`src/rtl/uart_instr_prefetch.sv`:
```
// uart_instr_prefetch: instruction fetch engine in front of the bitty core.
// A fetch sends FETCH_CMD and the address byte to the host over the shared
// UART, then collects the instruction's high and low bytes. Define ICACHE_EN
// to add an 8-line direct-mapped cache that serves repeated addresses
// without using the UART.
module uart_instr_prefetch #(
    parameter logic [7:0] FETCH_CMD = 8'h03
) (
    input  logic        clk,
    input  logic        reset,
    input  logic        start,
    input  logic [7:0]  address,
    input  logic        stop_for_rw,
    input  logic        flush,
    input  logic        rx_done,
    input  logic [7:0]  rx_data,
    input  logic        tx_done,
    output logic        tx_start,
    output logic [7:0]  tx_data,
    output logic [15:0] instr_out,
    output logic        done,
    output logic        busy
);

    typedef enum logic [3:0] {
        IDLE,
        CHK,
        SEND_CMD,
        WAIT_CMD,
        SEND_ADDR,
        WAIT_ADDR,
        RECV_HI,
        RECV_LO,
        FILL,
        DONE
    } state_t;

    state_t      state;
    state_t      state_next;
    logic [7:0]  addr_q;
    logic [7:0]  hi_q;
    logic        cache_hit;
    logic [15:0] hit_data;

`ifdef ICACHE_EN
    logic [7:0]  valid_q;
    logic [4:0]  tag_q  [8];
    logic [15:0] data_q [8];
    logic [2:0]  index;

    assign index     = addr_q[2:0];
    assign cache_hit = valid_q[index] && (tag_q[index] == addr_q[7:3]);
    assign hit_data  = data_q[index];

    // Valid bits: flush clears every line, but a line being filled this cycle stays valid
    always_ff @(posedge clk) begin
        if (!reset) begin
            valid_q <= '0;
        end else begin
            if (flush) begin
                valid_q <= '0;
            end
            if (state == FILL) begin
                valid_q[index] <= 1'b1;
            end
        end
    end

    // Tag and data storage, written once the full word has been received
    always_ff @(posedge clk) begin
        if (state == FILL) begin
            tag_q[index]  <= addr_q[7:3];
            data_q[index] <= instr_out;
        end
    end
`else
    logic unused_flush;

    assign unused_flush = flush;
    assign cache_hit    = 1'b0;
    assign hit_data     = 16'h0000;
`endif

    // State register
    always_ff @(posedge clk) begin
        if (!reset) begin
            state <= IDLE;
        end else begin
            state <= state_next;
        end
    end

    // Next-state and UART/handshake outputs decoded from the current state
    always_comb begin
        state_next = state;
        tx_start   = 1'b0;
        tx_data    = 8'h00;
        done       = 1'b0;
        busy       = (state != IDLE);
        case (state)
            IDLE: begin
                if (start && !stop_for_rw) begin
                    state_next = CHK;
                end
            end
            CHK: begin
                state_next = cache_hit ? DONE : SEND_CMD;
            end
            SEND_CMD: begin
                tx_start   = 1'b1;
                tx_data    = FETCH_CMD;
                state_next = WAIT_CMD;
            end
            WAIT_CMD: begin
                tx_data = FETCH_CMD;
                if (tx_done) begin
                    state_next = SEND_ADDR;
                end
            end
            SEND_ADDR: begin
                tx_start   = 1'b1;
                tx_data    = addr_q;
                state_next = WAIT_ADDR;
            end
            WAIT_ADDR: begin
                tx_data = addr_q;
                if (tx_done) begin
                    state_next = RECV_HI;
                end
            end
            RECV_HI: begin
                if (rx_done) begin
                    state_next = RECV_LO;
                end
            end
            RECV_LO: begin
                if (rx_done) begin
                    state_next = FILL;
                end
            end
            FILL: begin
                state_next = DONE;
            end
            DONE: begin
                done       = 1'b1;
                state_next = IDLE;
            end
            default: begin
                state_next = IDLE;
            end
        endcase
    end

    // Address capture, high-byte holding register and the instruction output
    always_ff @(posedge clk) begin
        if (!reset) begin
            addr_q    <= 8'h00;
            hi_q      <= 8'h00;
            instr_out <= 16'h0000;
        end else begin
            case (state)
                IDLE: begin
                    if (start && !stop_for_rw) begin
                        addr_q <= address;
                    end
                end
                CHK: begin
                    if (cache_hit) begin
                        instr_out <= hit_data;
                    end
                end
                RECV_HI: begin
                    if (rx_done) begin
                        hi_q <= rx_data;
                    end
                end
                RECV_LO: begin
                    if (rx_done) begin
                        instr_out <= {hi_q, rx_data};
                    end
                end
                default: begin
                end
            endcase
        end
    end

endmodule

```
`config.mk`:
```
export PLATFORM = sky130hd
export DESIGN_NAME = uart_instr_prefetch
export DESIGN_NICKNAME = d
export VERILOG_FILES = /design/src/rtl/uart_instr_prefetch.sv
export SDC_FILE = /design/constraint.sdc
export NUM_CORES = 1
export LEC_CHECK = 0
export ABC_AREA = 0
export CORE_UTILIZATION = 45
export CTS_BUF_LIST = sky130_fd_sc_hd__clkbuf_4 sky130_fd_sc_hd__clkbuf_8
export DETAILED_ROUTE_END_ITERATION = 8
export GPL_TIMING_DRIVEN = 1
export HOLD_SLACK_MARGIN = 0.1
export PLACE_DENSITY = 0.84
export SYNTH_ARGS = -nofsm -noshare
export SYNTH_HDL_FRONTEND = slang
export SYNTH_SLANG_ARGS = --single-unit
```
`constraint.sdc`:
```
create_clock -name clk -period 4.95 [get_ports clk]
set_clock_uncertainty 0.2 [all_clocks]
set_input_delay 1.485 -clock clk [delete_from_list [all_inputs] [get_ports clk]]
set_output_delay 1.485 -clock clk [all_outputs]
set_load 0.02 [all_outputs]
```
# [Yosys cells after proc, flatten, opt, wreduce, memory -nomap -nowiden]
# Index checks and enable logic that the tools add are counted.
[op_classes] n_reduce_logical=11 muxes=9 eq_ne=14
[op_table] op="$pmux 4 s9" count=1
[op_table] op="$mux 4" count=5
[op_table] op="$eq 4x3->1 const B" count=4
[op_table] op="$pmux 8 s2" count=1
[op_table] op="$ne 2x2->1 const B" count=5
[op_table] op="$eq 4x2->1 const B" count=2
[op_table] op="$eq 4x4->1 const B" count=2
[op_table] op="$reduce_and 2->1" count=3
[op_table] op="$reduce_or 2->1" count=3
[op_table] op="$reduce_and 5->1" count=1
[op_table] op="$eq 4x1->1 const B" count=1
[op_table] op="$logic_not 4->1" count=1
[op_table] op="$reduce_bool 4->1" count=1
[op_table] op="$mux 1" count=2
[op_table] op="$logic_and 1x1->1" count=1
[op_table] op="$logic_not 1->1" count=1
[word_totals] register_bits=36 output_inout_bits=27 word_cells=38 in_bits=23

# [Logic depth before layout (Yosys ltp)]
[logic_depth] depth_word=4 ltp_mapped=6 mapped_depth_nobuf=4

# [Worst setup path before layout]
# OpenSTA, ideal clock, no wires.
[synth_path] path_kind="flip-flop to output port" startpoint="reg state[2]" endpoint="out tx_data[0]" slack_ns=2.044 arrival_ns=1.221 path_stages_with_launch=6 required_ns=3.265 n_path_buf=2 path_cell_list="dfxtp_1 -> buf_6 -> buf_2 -> nor2b_1 -> nand2_1 -> a21oi_1"
[synth_between] elab_chain_cells=3 word_cells_on_any_way=7 cone_classes="eq/ne: 4; mux: 1; reduce/logical: 2"
[synth_lines] element="from (decl)" line="38" text="state_t state;"
[synth_lines] element="from (signal assigned)" line="89" text="state <= state_next;"
[synth_lines] element="$eq 4x3->1 or $eq 4x2->1 (tied branches)" line="100" text="case (state)"
[synth_lines] element="$reduce_or 2->1 (no line)"
[synth_lines] element="$pmux 8 s2 *" line="100"
[synth_lines] element="to (decl)" line="19" text="output logic [7:0] tx_data,"
# Every way passes the cells marked *; elsewhere a longest branch is shown, timed or not.

# [Final worst setup path]
[layout_path] startpoint="reg state[2]" endpoint="out tx_data[4]"
# Same word-level chain as after synthesis.

==> impl_metrics.toml <==
[run_status]
status = "finished clean"

[logic_synthesis]
syn_inst = 201
ys_warn_count = 0
synth-seq-cells = 36
synth_fa_ha_area_frac = 0
avgSynthCellArea_um2 = 8.09
synth_compound_area_frac = 0.242
synthFlopType = "dfxtp_1"
async_reset_ff_frac = 0
synth_edf_count = 0
synth_cell_type_count = 31
synth-xor-area-share = 0.00539
synth_area_mm2 = 0.00163
synth_fp_nets = 224
muxShareOfSynthArea = 0
synthSimpleGateAreaFrac = 0.249
synth_top_family_by_area = "simple AND/OR/NAND/NOR gates"
synth-seq-area-share = 0.443

[place]
post-dp-hpwl_mm = 2.49
gp_congestion = 0.724
dp_slack_ps = 1300
port_buffers = 48

[critical_path]
arrival_ps = 2350
start_kind = "register"
end_kind = "output pin"
critPathKind = "reg -> out"
slowest_delay_ps = 680
crit_chain = "nor3b_1, and2_1, clkdlybuf4s50_1"
crit_slowest_cell = "dfxtp_1"
worstPathRequired_ps = 3260
worstPathMaxFanout = 17

[cts]
post_cts_buffers = 0
cts_resized = 0
cts_tree = "done"
h-tree-depth = 2
hold_buffers = 0
clock_sinks = 36
cts_buffer_depth = 2
cts_buffers = 5
clock-root-buffer = "clkbuf_4"
clkTransAtPathRegs_ps = 100
insertion_delay_ps = 340

[global_routing]
grt_pass1_wl_mm = 6.60
grt_pass1_vias = 1474
overflow = 0
track_usage = 0.211
grt_max_degree = 35
antenna_found_initial = 0

[final_layout]
multi_input_area_um2 = 806
final_nets = 264
final_core_util = 0.642
insertedDiodeCount = 0
drive_above_1_share = 0.0537
seq_area_um2 = 721
area_growth_pct = 33.9
final_cell_mix = "48 x clkdlybuf4s50_1, 39 x a21oi_1, 36 x dfxtp_1"
nFillCells = 289
final_common_cell = "clkdlybuf4s50_1"

[pwr]
leakagePower_nw = 0.706
cellPowerDensity_mw_per_mm2 = 293
irDropWorstVdd_v = 0.000157

[die]
rows = 21
core_area_mm2 = 0.00339
chipWidth_um = 62.1
die_h_um = 62.1
io_pins = 50
start_util = 0.480
die_area_mm2 = 0.00386

[job]
cap_violations = 0

[sta]
setup-tns-final_ps = 0
setup_slack_ps = 910
finalCritPeriodShare = 0.816
tightest_slew_ps = 617
drv_slew = 0
setup_violations = 0
hold_slack_ps = 277
rsz0062_at_grt = "no"
hold_violations = 0
fin_crit_ps = 4040
fmax_mhz = 248
relSlewSlack = 0.588

[drt]
routedWlPerCell_um = 13.0
drt_iter0_markers = 102
vias = 1607
finalWirelength_mm = 3.75
drt.antenna.violating_nets = 0
detail_route.vias_per_cell = 5.58
drcViolationCount = 0
firstDrtPassIters = 4

[min_path]
hp-class = "reg -> reg"
-- final timing paths --
path                          from                         end  slack, ps  cells after the start
max          state[2]$_SDFFE_PN0P_                  tx_data[4]        910                      3
min           hi_q[2]$_SDFFE_PN0P_  instr_out[10]$_SDFFE_PN0P_        280                      2
max reg2reg  state[2]$_SDFFE_PN0P_  instr_out[11]$_SDFFE_PN0P_       2880                      3
min reg2reg   hi_q[2]$_SDFFE_PN0P_  instr_out[10]$_SDFFE_PN0P_        280                      2
-- sequential cells by signal (all words and copies together), names as in the netlist --
| name | flops |
|---|---|
| hi_q | 8 |
| state | 4 |
| addr_q | 8 |
| instr_out | 16 |
-- metal layers --
metal	part of all wire	vias to the layer above	track usage
li1	-	801	-
met1	0.46	745	0.264
met2	0.46	55	0.342
met3	0.062	6	0.0460
met4	0.017	0	0.105
met5	0	-	0
-- power breakdown --
part / switching [mW] / internal [mW]
registers: 0.0173 / 0.298
clock network: 0.0959 / 0.111
logic: 0.0640 / 0.0520
total: 0.177 / 0.461
-- critical path: cells and delay by family (launching register included) --
kind | cells | cell delay, ps
and+or+nand+nor | 2 | 730
DFF | 1 | 680
buffers and inverters | 1 | 610
-- per-stage QoR --
stage	power, mW	area (µm²)	std cells
after detailed placement	0.437	2100	280
after floorplan	0.391	1630	201
after global routing	0.672	2180	288
final	0.638	2180	288
after CTS	0.641	2180	288
after global placement	0.436	2100	280
-- Yosys cell counts, types with 2 or more instances --
cell type / number / area [µm²]
and3b_1: 2 / 17.5
nor3_1: 3 / 15.0
inv_1: 2 / 7.51
and2_1: 6 / 37.5
dfxtp_1: 36 / 721
nand2b_1: 5 / 31.3
nand4b_1: 2 / 17.5
nand3b_1: 2 / 15.0
o21ai_1: 3 / 15.0
clkbuf_1: 9 / 33.8
buf_2: 5 / 25.0
a21oi_1: 39 / 195
nor3b_1: 2 / 15.0
nand3_1: 33 / 165
nor2_1: 2 / 7.51
o21ai_0: 29 / 145
nor2b_1: 5 / 31.3
nand2_1: 3 / 11.3
-- layout make-up --
cell class,instances,area share
Multi-Input combinational cell,144,0.370
Sequential cell,36,0.331
Timing Repair Buffer,50,0.228
Tap cell,46,0.0264
Clock buffer,6,0.0207
Clock inverter,2,0.0161
Inverter,4,0.00805
-- kinds of logic (layout without fill, tap and decap cells) --
| logic type | Yosys count | after routing |
|---|---|---|
| buffers and inverters | 21 | 62 |
| AO/OA/AOI/OAI | 75 | 75 |
| AND/OR/NAND/NOR | 68 | 68 |
| XOR/XNOR | 1 | 1 |
| flip-flops | 36 | 36 |
(Power assumes the default switching activity.)
